`config.mk`:
```
export PLATFORM = sky130hd
export DESIGN_NAME = alu_mc
export DESIGN_NICKNAME = d
export VERILOG_FILES = /design/src/rtl/alu_pkg.sv /design/src/rtl/alu_iter_unit.sv /design/src/rtl/alu_mc.sv
export SDC_FILE = /design/constraint.sdc
export NUM_CORES = 1
export LEC_CHECK = 0
export CAP_MARGIN = 20
export CORE_ASPECT_RATIO = 1.5
export CORE_MARGIN = 2
export CORE_UTILIZATION = 40
export CTS_CLUSTER_SIZE = 30
export DETAILED_ROUTE_END_ITERATION = 6
export PLACE_DENSITY = 0.71
export SYNTH_ARGS = -nofsm -noshare
export SYNTH_HDL_FRONTEND = slang
export SYNTH_SLANG_ARGS = --single-unit
export TNS_END_PERCENT = 30
```
`constraint.sdc`:
```
create_clock -name CLK -period 2.7 [get_ports CLK]
set_input_delay 0.54 -clock CLK [delete_from_list [all_inputs] [get_ports CLK]]
set_output_delay 0.54 -clock CLK [all_outputs]
set_load 0.01 [all_outputs]
```
`src/rtl/alu_pkg.sv`:
```
// Shared opcodes, FSM state type and overflow helper for the multi-cycle ALU.
package alu_pkg;

  localparam logic [3:0] OP_FWD = 4'h0;
  localparam logic [3:0] OP_ADD = 4'h1;
  localparam logic [3:0] OP_AND = 4'h2;
  localparam logic [3:0] OP_OR  = 4'h3;
  localparam logic [3:0] OP_SUB = 4'h4;
  localparam logic [3:0] OP_SLL = 4'h5;
  localparam logic [3:0] OP_SRL = 4'h6;
  localparam logic [3:0] OP_SRA = 4'h7;
  localparam logic [3:0] OP_ROR = 4'h8;
  localparam logic [3:0] OP_MUL = 4'h9;

  typedef enum logic [1:0] {IDLE, SHIFT, MUL} state_e;

  // Operation carried out by the iterative unit.
  typedef enum logic [2:0] {ItSll, ItSrl, ItSra, ItRor, ItMul} iter_op_e;

  // Signed overflow from operand/result sign bits; B is inverted for subtraction.
  function automatic logic signed_ovf(input logic a_s, input logic b_s, input logic r_s,
                                      input logic is_sub);
    logic b_eff;
    b_eff = b_s ^ is_sub;
    return (a_s == b_eff) && (r_s != a_s);
  endfunction

endpackage

```
`src/rtl/alu_iter_unit.sv`:
```
// Iterative shift/rotate/multiply datapath: one bit position or multiplier bit per clock.
module alu_iter_unit
  import alu_pkg::*;
#(
  parameter int unsigned Width = 8,
  parameter int unsigned CntW  = $clog2(Width) + 1
) (
  input  logic             clk_i,
  input  logic             rst_i,
  input  logic             load_i,
  input  iter_op_e         op_i,
  input  logic [Width-1:0] a_i,
  input  logic [Width-1:0] b_i,
  input  logic [CntW-1:0]  cnt_i,
  output logic [Width-1:0] result_o,
  output logic             last_o
);

  iter_op_e         op_q, op_d;
  logic [Width-1:0] work_q, work_d;
  logic [Width-1:0] mplier_q, mplier_d;
  logic [Width-1:0] acc_q, acc_d;
  logic [CntW-1:0]  cnt_q, cnt_d;

  logic [Width-1:0] work_step;
  logic [Width-1:0] acc_step;

  // Value of the working registers after the step taken at the coming edge.
  always_comb begin
    work_step = work_q;
    acc_step  = acc_q + (mplier_q[0] ? work_q : '0);
    case (op_q)
      ItSll:   work_step = {work_q[Width-2:0], 1'b0};
      ItSrl:   work_step = {1'b0, work_q[Width-1:1]};
      ItSra:   work_step = {work_q[Width-1], work_q[Width-1:1]};
      ItRor:   work_step = {work_q[0], work_q[Width-1:1]};
      ItMul:   work_step = {work_q[Width-2:0], 1'b0};
      default: work_step = work_q;
    endcase
    result_o = (op_q == ItMul) ? acc_step : work_step;
    last_o   = (cnt_q == CntW'(1));
  end

  // Load on strobe, otherwise step while the counter is non-zero.
  always_comb begin
    op_d     = op_q;
    work_d   = work_q;
    mplier_d = mplier_q;
    acc_d    = acc_q;
    cnt_d    = cnt_q;
    if (load_i) begin
      op_d     = op_i;
      work_d   = a_i;
      mplier_d = b_i;
      acc_d    = '0;
      cnt_d    = cnt_i;
    end else if (cnt_q != '0) begin
      work_d   = work_step;
      mplier_d = {1'b0, mplier_q[Width-1:1]};
      acc_d    = acc_step;
      cnt_d    = cnt_q - CntW'(1);
    end
  end

  // Datapath state registers; reset aborts any operation in flight.
  always_ff @(posedge clk_i or posedge rst_i) begin
    if (rst_i) begin
      op_q     <= ItSll;
      work_q   <= '0;
      mplier_q <= '0;
      acc_q    <= '0;
      cnt_q    <= '0;
    end else begin
      op_q     <= op_d;
      work_q   <= work_d;
      mplier_q <= mplier_d;
      acc_q    <= acc_d;
      cnt_q    <= cnt_d;
    end
  end

endmodule

```
`src/rtl/alu_mc.sv`:
```
// Multi-cycle ALU top: handshake FSM, single-cycle ops and registered outputs.
module alu_mc
  import alu_pkg::*;
#(
  parameter int unsigned WIDTH  = 8,
  parameter bit          MUL_EN = 1'b1
) (
  input  logic             CLK,
  input  logic             RESET,
  input  logic             START,
  input  logic [3:0]       SELECT,
  input  logic [WIDTH-1:0] DATA1,
  input  logic [WIDTH-1:0] DATA2,
  output logic             BUSY,
  output logic             DONE,
  output logic [WIDTH-1:0] RESULT,
  output logic             ZERO,
  output logic             OVERFLOW
);

  localparam int unsigned ShW  = $clog2(WIDTH);
  localparam int unsigned CntW = ShW + 1;

  state_e           state_q, state_d;
  logic             busy_q, busy_d;
  logic             done_q, done_d;
  logic [WIDTH-1:0] result_q, result_d;
  logic             zero_q, zero_d;
  logic             ovf_q, ovf_d;

  logic [ShW-1:0]   sh_amt;
  logic [WIDTH-1:0] sum, diff;
  logic [WIDTH-1:0] single_res;
  logic             single_ovf;
  logic             it_shift;
  logic             is_mul;
  iter_op_e         it_op;
  logic             iter_load;
  logic [CntW-1:0]  iter_cnt;
  logic [WIDTH-1:0] iter_res;
  logic             iter_last;

  // Decode the opcode: single-cycle result, or which iterative operation to launch.
  always_comb begin
    sh_amt     = DATA2[ShW-1:0];
    sum        = DATA1 + DATA2;
    diff       = DATA1 - DATA2;
    single_res = '0;
    single_ovf = 1'b0;
    it_shift   = 1'b0;
    it_op      = ItSll;
    case (SELECT)
      OP_FWD: single_res = DATA2;
      OP_ADD: begin
        single_res = sum;
        single_ovf = signed_ovf(DATA1[WIDTH-1], DATA2[WIDTH-1], sum[WIDTH-1], 1'b0);
      end
      OP_AND: single_res = DATA1 & DATA2;
      OP_OR:  single_res = DATA1 | DATA2;
      OP_SUB: begin
        single_res = diff;
        single_ovf = signed_ovf(DATA1[WIDTH-1], DATA2[WIDTH-1], diff[WIDTH-1], 1'b1);
      end
      // A zero shift amount completes at once with DATA1 unchanged.
      OP_SLL: begin single_res = DATA1; it_op = ItSll; it_shift = (sh_amt != '0); end
      OP_SRL: begin single_res = DATA1; it_op = ItSrl; it_shift = (sh_amt != '0); end
      OP_SRA: begin single_res = DATA1; it_op = ItSra; it_shift = (sh_amt != '0); end
      OP_ROR: begin single_res = DATA1; it_op = ItRor; it_shift = (sh_amt != '0); end
      OP_MUL: it_op = ItMul;
      default: ;
    endcase
    is_mul    = (SELECT == OP_MUL) && MUL_EN;
    iter_load = (state_q == IDLE) && START && (it_shift || is_mul);
    iter_cnt  = is_mul ? CntW'(WIDTH) : CntW'(sh_amt);
  end

  alu_iter_unit #(
    .Width (WIDTH),
    .CntW  (CntW)
  ) u_iter (
    .clk_i    (CLK),
    .rst_i    (RESET),
    .load_i   (iter_load),
    .op_i     (it_op),
    .a_i      (DATA1),
    .b_i      (DATA2),
    .cnt_i    (iter_cnt),
    .result_o (iter_res),
    .last_o   (iter_last)
  );

  // Handshake FSM and next value of the held outputs.
  always_comb begin
    state_d  = state_q;
    busy_d   = busy_q;
    done_d   = 1'b0;
    result_d = result_q;
    zero_d   = zero_q;
    ovf_d    = ovf_q;
    case (state_q)
      IDLE: begin
        if (START) begin
          if (is_mul) begin
            state_d = MUL;
            busy_d  = 1'b1;
          end else if (it_shift) begin
            state_d = SHIFT;
            busy_d  = 1'b1;
          end else begin
            result_d = single_res;
            zero_d   = (single_res == '0);
            ovf_d    = single_ovf;
            done_d   = 1'b1;
          end
        end
      end
      SHIFT, MUL: begin
        if (iter_last) begin
          result_d = iter_res;
          zero_d   = (iter_res == '0);
          ovf_d    = 1'b0;
          done_d   = 1'b1;
          busy_d   = 1'b0;
          state_d  = IDLE;
        end
      end
      default: begin
        state_d = IDLE;
        busy_d  = 1'b0;
      end
    endcase
  end

  // State and output registers.
  always_ff @(posedge CLK or posedge RESET) begin
    if (RESET) begin
      state_q  <= IDLE;
      busy_q   <= 1'b0;
      done_q   <= 1'b0;
      result_q <= '0;
      zero_q   <= 1'b0;
      ovf_q    <= 1'b0;
    end else begin
      state_q  <= state_d;
      busy_q   <= busy_d;
      done_q   <= done_d;
      result_q <= result_d;
      zero_q   <= zero_d;
      ovf_q    <= ovf_d;
    end
  end

  assign BUSY     = busy_q;
  assign DONE     = done_q;
  assign RESULT   = result_q;
  assign ZERO     = zero_q;
  assign OVERFLOW = ovf_q;

endmodule

```
==> impl_results.rst, run 1 <==
.. list-table::
   :header-rows: 1

   * - Metric
     - Value
   * - Status
     - finished, violations left
   * - Violated checks
     - setup timing
   * - HPWL reported at the end of detailed placement
     - 10,400 µm
   * - Crit path cell chain
     - and2_1 -> ha_2 -> fa_2 -> a211oi_4 -> nor2_2 -> xor2_1 -> mux4_2 -> or4_4 -> o311ai_4
   * - Worst hold slack
     - approximately 0.49 ns
   * - Via density per instance
     - between 5 and 6
   * - Distinct cells, synth
     - 65
   * - Final Setup Violations
     - 3
   * - Sequential element share of the synthesized area
     - 28.4%
   * - Clock latency at the later pin of the worst-skew pair
     - between 0.2 and 0.3 ns
   * - Count of fill cells added during filler insertion
     - 891
   * - Compound-gate portion of the synthesized area
     - 26.6%
   * - Share of the cycle needed by the critical path after routing
     - 110%
   * - Primary flip-flop cell chosen by synthesis mapping
     - sky130_fd_sc_hd__dfrtp_1
   * - Final antenna diode count
     - 0
   * - Crit path from
     - u_iter.mplier_q[0]$_DFFE_PP0P_
   * - Port Buf Inserts
     - 34
   * - Critical Path End Type
     - flop
   * - Required time of the worst setup path
     - 2.90 ns
   * - Overall track demand over capacity in global routing
     - 24.9%
   * - Final RePlAce weighted congestion
     - 0.943
   * - CTS Root Buffer Type
     - sky130_fd_sc_hd__clkbuf_16
   * - Total number of vias
     - about 4,200
   * - Area of the multi-input gates
     - 2740 µm²
   * - Top-Level Pins
     - 35
   * - Net count after synthesis
     - 535
   * - Initial Utilization
     - 40.9%
   * - Hold violation total from the final report
     - 0
   * - Most frequent standard cell in the layout excluding fill and tap cells
     - sky130_fd_sc_hd__buf_4
   * - Warnings from Yosys
     - 0
   * - Worst vdd ir
     - about 450 µV
   * - Detailed-route wire length
     - 13,000 µm
   * - Clock transition at the register clock pins on the worst setup and hold paths after CTS
     - 0.06 ns
   * - Final core utilization
     - 57.5%
   * - Setup repair after global routing missed its margin
     - yes
   * - Placeable core area
     - about 9700 µm²
   * - Portion of synthesized cell area occupied by the leading cell type
     - between 20% and 30%
   * - Arrival time at the worst endpoint
     - between 3 and 4 ns
   * - Worst Max-Slew Pin Slew
     - 0.778 ns
   * - Power density normalized to cell area
     - around 940 nW/µm²
   * - TritonCTS clock tree
     - built
   * - Share of synthesized cell area in and, or, nand and nor gates
     - 19.0%
   * - Final Critical Period
     - 2.96 ns
   * - Most area-hungry cell type in the Yosys netlist
     - sky130_fd_sc_hd__dfrtp_1
   * - Critical path launch point type
     - flop
   * - Hold Crit Class
     - reg -> reg
   * - Setup Crit Path Kind
     - reg -> reg
   * - CTS hold repair buffers
     - 0
   * - Via count of the first global-routing pass
     - 4,360
   * - Number of max-slew violations in the final report
     - 0
   * - Post-Synth XOR/XNOR Area
     - 2.65%
   * - Mapped Avg Cell Area
     - ~8.4 µm²
   * - Number of synthesized flops with an enable pin
     - 0
   * - Largest net degree at the start of global routing
     - 38
   * - Remaining max-slew budget at the tightest pin
     - roughly half
   * - Syn-to-layout area delta
     - 40.4%
   * - DRC violations left
     - 0
   * - Proportion of synthesized area in mux cells
     - a little under 5%
   * - Overall Power
     - 5.24 mW
   * - DIE WIDTH
     - between 80 and 90 µm
   * - Most frequent cells in the layout
     - sky130_fd_sc_hd__buf_4, sky130_fd_sc_hd__nand2_1, sky130_fd_sc_hd__dfrtp_1, sky130_fd_sc_hd__nor2_1
   * - MaxCap Viol Count
     - 0
   * - PnR worst setup slack
     - -0.263 ns
   * - Final Net Count
     - between 600 and 700
   * - Fraction of layout instances using a drive strength above 1
     - 28.1%
   * - Antenna-violating nets left
     - 0
   * - Static power due to leakage
     - 2.56 nW
   * - Remaining global-route overflow
     - 0
   * - H-tree depth
     - 2
   * - Fmax
     - around 0.34 GHz
   * - Combinational family with the most area after synthesis
     - compound AO/OA/AOI/OAI gates
   * - Total area of sequential cells
     - 1130 µm²
   * - Largest driver fanout on the critical path
     - 5
   * - Floorplan row count
     - 44
   * - Count of TritonRoute iterations in the first routing pass
     - 5
   * - Crit path max-delay cell type
     - sky130_fd_sc_hd__mux4_2
   * - Startpoint of the tightest hold check path
     - RESULT[7]$_DFFE_PP0P_
   * - Number of instances in the synthesized netlist
     - 474
   * - Setup clock skew after layout
     - 0.00672 ns
   * - Chip height
     - 126 µm
   * - Combined area of all synthesized cells
     - a little under 4000 µm²
   * - Beginning of the worst register-to-register path
     - u_iter.mplier_q[0]$_DFFE_PP0P_
   * - Longest individual stage delay on the worst path
     - 0.53 ns
   * - Register bit total from synthesis
     - 45
   * - Arithmetic-cell share of the synthesized area counting full adders, half adders and majority gates
     - 12.6%
   * - Number of clock sinks
     - 45
   * - Number of antenna violations at the first check in global routing
     - 0
   * - First-pass GRT wire length
     - 21,200 µm
   * - Final TNS setup
     - -0.442 ns
   * - Number of buffers added by the clock tree synthesis step
     - 5
   * - Area enclosed by the die boundary
     - 10,700 µm²
   * - Maximum buffer depth of the clock tree
     - 2
   * - Count of routing violations after the opening detailed-route iteration
     - approximately 340
   * - Post-DR wirelength/cell
     - 17.9 µm
   * - Top area cells in the synthesized netlist
     - sky130_fd_sc_hd__dfrtp_1, sky130_fd_sc_hd__ha_1, sky130_fd_sc_hd__nand2_1
   * - FFs w/ async S/R, synth
     - between 90% and 100%
-- metrics by stage --
step           worst slack (ns)  std cells  instance area, µm²
6_report                 -0.263        728                5570
5_1_grt                  -0.355        728                5570
4_1_cts                  -0.240        727                5520
3_5_place_dp             -0.752        716                5240
3_3_place_gp             -0.725        716                5240
2_1_floorplan           -0.0820        474                3970
-- repair_timing --
action | in CTS | in global routing
pin swaps | 14 | 6
endpoints found under the setup margin | 8 | 6
buffers inserted | 6 | 1
gates resized for setup | 20 | 11
-- kinds of logic (layout without fill, tap and decap cells) --
family                     Yosys count  count (layout)
muxes                               13              13
xor gates and xnor gates            12              12
AOI/OAI and AO/OA                  150             150
buffers and inverters               57             196
and+or+nand+nor                    159             159
DFF                                 45              45
adders and majority gates           38              38
-- synth_stat cells (3+ instances only) --
cell                        instances
sky130_fd_sc_hd__dfrtp_1           45
sky130_fd_sc_hd__a31oi_1           12
sky130_fd_sc_hd__o21ai_0           29
sky130_fd_sc_hd__inv_1             32
sky130_fd_sc_hd__nor2_1            46
sky130_fd_sc_hd__nor3_1             9
sky130_fd_sc_hd__a22oi_1            3
sky130_fd_sc_hd__o22ai_1            3
sky130_fd_sc_hd__and2_1            12
sky130_fd_sc_hd__o211ai_1           5
sky130_fd_sc_hd__a22o_1             6
sky130_fd_sc_hd__o21bai_1           5
sky130_fd_sc_hd__o31ai_1            6
sky130_fd_sc_hd__a211oi_1           7
sky130_fd_sc_hd__nand3_1            9
sky130_fd_sc_hd__xnor2_1            9
sky130_fd_sc_hd__clkbuf_1          17
sky130_fd_sc_hd__buf_2              5
sky130_fd_sc_hd__a2111oi_0          4
sky130_fd_sc_hd__fa_1               3
sky130_fd_sc_hd__xor2_1             3
sky130_fd_sc_hd__a221oi_1          11
sky130_fd_sc_hd__nand2b_1           5
sky130_fd_sc_hd__o21ai_1            3
sky130_fd_sc_hd__a21oi_1           31
sky130_fd_sc_hd__ha_1              35
sky130_fd_sc_hd__a32oi_1            3
sky130_fd_sc_hd__mux2i_1            7
sky130_fd_sc_hd__o2111ai_1          3
sky130_fd_sc_hd__nand2_1           56
sky130_fd_sc_hd__mux4_2             5
-- worst paths after layout --
kind                                               end  slack (ns)  depth (start not counted)
max in group asynchronous        RESULT[1]$_DFFE_PP0P_        1.34                          3
worst max register to register        ZERO$_DFFE_PP0P_       -0.26                          9
worst max-delay path                  ZERO$_DFFE_PP0P_       -0.26                          9
worst min register to register   RESULT[7]$_DFFE_PP0P_        0.49                          2
worst min-delay path             RESULT[7]$_DFFE_PP0P_        0.49                          2
min in group asynchronous       state_q[1]$_DFFE_PP0P_        0.71                          2
-- critical path, delay by kind of cell, from the launching register on --
family	cells	cell delay [ns]
AO/OA/AOI/OAI	2	0.52
XOR/XNOR	1	0.16
adder cells (fa/ha/maj)	2	0.56
flip-flops	1	0.41
multiplexers	1	0.53
AND/OR/NAND/NOR	3	0.68
-- metal layers --
metal	routed length, µm	vias to the layer above	global-route usage (%)	part of all wire [%]
met5	0	-	0	0
met4	678	0	14.2	5.2
met3	401	39	2.16	3.1
met2	7060	142	46.4	54
met1	4880	2016	26.9	38
li1	-	2009	-	-
-- power breakdown --
| part | switching (mW) | total (mW) | internal (mW) |
|---|---|---|---|
| Combinational | 1.74 | 3.30 | 1.56 |
| Sequential | 0.231 | 1.22 | 0.990 |
| Clock | 0.257 | 0.719 | 0.462 |
| Total | 2.23 | 5.24 | 3.02 |
-- registers in the layout, summed over array words and instances, names as in the netlist --
signal	count
OVERFLOW	1
RESULT	8
u_iter.cnt_q	4
u_iter.acc_q	8
DONE	1
state_q	2
u_iter.work_q	8
ZERO	1
BUSY	1
u_iter.mplier_q	8
u_iter.op_q	3
-- final cells by class --
| class | count | area share, % |
|---|---|---|
| clock inverters | 1 | 0.539 |
| flip-flops and latches | 45 | 20.2 |
| clock buffers | 7 | 2.56 |
| inverters | 33 | 2.22 |
| well taps | 115 | 2.58 |
| multi-input cells | 372 | 49.2 |
| repair buffers | 155 | 22.6 |
No activity file was read; power rests on OpenSTA's default activity.
==> inputs of run 2 (changes only) <==
--- a/config.mk
+++ b/config.mk
@@ -9,9 +9,10 @@
 export CORE_ASPECT_RATIO = 1.5
 export CORE_MARGIN = 2
 export CORE_UTILIZATION = 40
+export CTS_CLUSTER_DIAMETER = 200
 export CTS_CLUSTER_SIZE = 30
 export DETAILED_ROUTE_END_ITERATION = 6
-export PLACE_DENSITY = 0.71
+export PLACE_DENSITY_LB_ADDON = 0.25
 export SYNTH_ARGS = -nofsm -noshare
 export SYNTH_HDL_FRONTEND = slang
 export SYNTH_SLANG_ARGS = --single-unit
==> run 2 against run 1 <==
  * The flow still finishes with violations (setup timing)
  * Core utilization up 0.52 points
  * Worst setup slack improved by 0.042 ns
  * Via count up 0.12%
  * Count of clock-buffer cells in the layout decreased by 1
  * Clock power down 2.8%
  * Non-clock buffer count did not move
  * Wire length down 0.15%
  * Combinational power grew 3%
  * Sequential share of layout area decreased by 0.18 points
  * Final area grew 0.90%
  * Sequential power is essentially flat
  * Total power is 1.5% higher
  * Critical endpoint unchanged
  * Largest power group unchanged
==> impl_results.rst, run 2 (synthesized netlist as in run 1, its figures left out) <==
.. list-table::
   :header-rows: 1

   * - Metric
     - Value
   * - Internal portion of total power
     - 3.08 mW (+2.0%)
   * - Combinational share of power
     - 63.9% (+0.9 points)
   * - DIE WIDTH
     - 85.3 µm (unchanged)
   * - Share of the cycle needed by the critical path after routing
     - 108% (-1.6 points)
   * - Status
     - finished, violations left
   * - Required time of the worst setup path
     - 2.89 ns (about the same)
   * - Worst-case setup slack after placement
     - -0.662 ns (+0.0901 ns)
   * - Setup repair after global routing missed its margin
     - yes
   * - Antenna-violating nets left
     - 0 (unchanged)
   * - Number of clock sinks
     - 45 (unchanged)
   * - PnR worst setup slack
     - -0.221 ns (+0.0424 ns)
   * - TritonCTS clock tree
     - built
   * - Via count of the first global-routing pass
     - 4,272 (-2.0%)
   * - Worst vdd ir
     - 567 µV (+25%)
   * - First-pass GRT wire length
     - 21,400 µm (+1.2%)
   * - Syn-to-layout area delta
     - 41.7%
   * - Net switching share of the total power
     - 42.2% (-0.31 points)
   * - Overall track demand over capacity in global routing
     - 25.2% (+0.26 points)
   * - Post-DR wirelength/cell
     - 17.9 µm (-0.15%)
   * - Initial Utilization
     - 40.9% (unchanged)
   * - Largest driver fanout on the critical path
     - 4 (-1)
   * - Critical path launch point type
     - flop
   * - Fmax
     - 0.342 GHz (+1.5%)
   * - Power density normalized to cell area
     - 947 nW/µm² (+0.57%)
   * - Floorplan row count
     - 44 (unchanged)
   * - Switching power
     - 2.24 mW (+0.72%)
   * - H-tree depth
     - 2 (unchanged)
   * - Count of TritonRoute iterations in the first routing pass
     - 5 (unchanged)
   * - Setup Crit Path Kind
     - reg -> reg
   * - Sequential group share of total power
     - 23.0% (-0.3 points)
   * - Via density per instance
     - 5.78 (+0.12%)
   * - Worst Max-Slew Pin Slew
     - 0.541 ns (-0.237 ns)
   * - Crit path from
     - u_iter.mplier_q[0]$_DFFE_PP0P_
   * - Number of antenna violations at the first check in global routing
     - 0 (unchanged)
   * - Total number of vias
     - 4,211 (+0.12%)
   * - Maximum buffer depth of the clock tree
     - 2 (unchanged)
   * - Number of buffers added by the clock tree synthesis step
     - 5 (unchanged)
   * - Clock latency at the later pin of the worst-skew pair
     - 0.29 ns (about the same)
   * - Length in cells of the worst reg-to-reg path
     - 11 (+2)
   * - Hold violation total from the final report
     - 0 (unchanged)
   * - Final Critical Period
     - 2.92 ns (-0.0424 ns)
   * - Worst R2R Setup Slack
     - -0.22 ns (+0.04 ns)
   * - Arrival time at the worst endpoint
     - 3.11 ns (-0.05 ns)
   * - Post-layout instance count excluding filler cells
     - 728 (unchanged)
   * - Hold Crit Class
     - reg -> reg
   * - Static power due to leakage
     - 2.56 nW (+0.11%)
   * - Detailed-route wire length
     - 13,000 µm (-0.15%)
   * - Most frequent standard cell in the layout excluding fill and tap cells
     - sky130_fd_sc_hd__buf_4
   * - Final Net Count
     - 673 (unchanged)
   * - Fraction of layout instances using a drive strength above 1
     - 29.2% (+1.1 points)
   * - Crit path capture
     - ZERO$_DFFE_PP0P_
   * - Final RePlAce weighted congestion
     - 0.906 (-3.9%)
   * - Area enclosed by the die boundary
     - 10,700 µm² (unchanged)
   * - Endpoint of the most critical register-to-register path
     - ZERO$_DFFE_PP0P_
   * - HPWL reported at the end of detailed placement
     - 10,500 µm (+0.84%)
   * - Chip height
     - 126 µm (unchanged)
   * - DRC violations left
     - 0 (unchanged)
   * - Clock Power Share
     - 13.1% (-0.6 points)
   * - Port Buf Inserts
     - 34 (unchanged)
   * - Setup clock skew after layout
     - 0.00882 ns (+0.00210 ns)
   * - Remaining global-route overflow
     - 0 (unchanged)
   * - Clock transition at the register clock pins on the worst setup and hold paths after CTS
     - 0.06 ns (about the same)
   * - Placed cell count
     - 714 (-0.28%)
   * - Placeable core area
     - 9690 µm² (unchanged)
   * - Count of routing violations after the opening detailed-route iteration
     - 304 (-11%)
   * - Remaining max-slew budget at the tightest pin
     - 63.0% (+15 points)
   * - Final antenna diode count
     - 0 (unchanged)
   * - Most frequent cells in the layout
     - sky130_fd_sc_hd__buf_4, sky130_fd_sc_hd__nand2_1, sky130_fd_sc_hd__nor2_1, sky130_fd_sc_hd__dfrtp_1, sky130_fd_sc_hd__clkdlybuf4s50_1
   * - Number of max-slew violations in the final report
     - 0 (unchanged)
   * - Beginning of the worst register-to-register path
     - u_iter.mplier_q[0]$_DFFE_PP0P_
   * - Final Setup Violations
     - 3 (unchanged)
   * - Largest net degree at the start of global routing
     - 46 (+21%)
   * - Critical Path End Type
     - flop
   * - Violated checks
     - setup timing
   * - MaxCap Viol Count
     - 0 (unchanged)
   * - Top-Level Pins
     - 35 (unchanged)
   * - CTS Root Buffer Type
     - sky130_fd_sc_hd__clkbuf_16
[run 2: cell count changes in the layout (fill, tap and decap cells not counted), moves of 2 or more]
cell	previous run	this run
sky130_fd_sc_hd__a2111oi_2	0	2
sky130_fd_sc_hd__clkdlybuf4s50_1	30	32
sky130_fd_sc_hd__dlygate4sd2_1	4	2
sky130_fd_sc_hd__ha_1	29	27
[run 2: critical path: stages (launching register included)]
cell and delay (ns):
sky130_fd_sc_hd__dfrtp_1 0.40, sky130_fd_sc_hd__buf_4 0.14, sky130_fd_sc_hd__buf_4 0.13, sky130_fd_sc_hd__and2_1 0.13
sky130_fd_sc_hd__ha_1 0.31, sky130_fd_sc_hd__o21ai_2 0.06, sky130_fd_sc_hd__nor2_1 0.17, sky130_fd_sc_hd__buf_4 0.14
sky130_fd_sc_hd__nor2_1 0.05, sky130_fd_sc_hd__mux4_2 0.51, sky130_fd_sc_hd__or4_4 0.52, sky130_fd_sc_hd__o311ai_2 0.26
[run 2: power groups by stage]
| stage | Combinational [mW] | Clock (mW) | Sequential, mW |
|---|---|---|---|
| finish | 3.40 | 0.699 | 1.22 |
| global route | 3.73 | 0.743 | 1.27 |
| CTS | 3.31 | 0.708 | 1.22 |
| detailed placement | 3.17 | 0 | 1.23 |
| global placement | 3.11 | 0 | 1.21 |
| floorplan | 1.91 | 0 | 1.22 |
[run 2: per-stage QoR]
step	hold WS, ns	setup TNS (ns)	area [µm²]	util (%)	total power, mW
finish	0.479	-0.465	5620	58.0	5.32
global route	0.528	-0.900	5620	58.0	5.74
CTS	0.490	-0.452	5570	57.4	5.24
detailed placement	0.477	-3.94	5230	54.0	4.40
global placement	0.474	-3.63	5230	54.0	4.32
floorplan	0.469	-0.0820	3970	-	3.13
[run 2: worst min path at each step]
stage | from | to | slack, ns | cells after the start
finish | RESULT[0]$_DFFE_PP0P_ | RESULT[0]$_DFFE_PP0P_ | 0.48 | 2
global route | RESULT[0]$_DFFE_PP0P_ | RESULT[0]$_DFFE_PP0P_ | 0.53 | 2
CTS | RESULT[0]$_DFFE_PP0P_ | RESULT[0]$_DFFE_PP0P_ | 0.49 | 2
detailed placement | RESULT[0]$_DFFE_PP0P_ | RESULT[0]$_DFFE_PP0P_ | 0.48 | 2
global placement | RESULT[3]$_DFFE_PP0P_ | RESULT[3]$_DFFE_PP0P_ | 0.47 | 2
floorplan | u_iter.mplier_q[7]$_DFFE_PP0P_ | u_iter.mplier_q[7]$_DFFE_PP0P_ | 0.47 | 2
[run 2: per-layer routing]
metal,GRT usage (%),wire (µm)
met3,2.95,557
met4,14.6,875
met1,27.0,4730
met2,46.4,6840
met5,0,0
[run 2: layout make-up]
class,instances,area (µm²)
Clock buffer,6,129
Sequential cell,45,1130
Timing Repair Buffer,155,1270
Multi-Input combinational cell,372,2780
Tap cell,115,144
Inverter,33,124
Fill cell,873,4070
Clock inverter,2,38.8
[run 2: what timing repair did]
action                     in CTS  in global routing
gates cloned                    0                  0
pin swaps                      10                  2
setup endpoints to repair       7                  6
resized for setup              26                 13
hold buffers                    0                  0
setup buffers                   6                  0
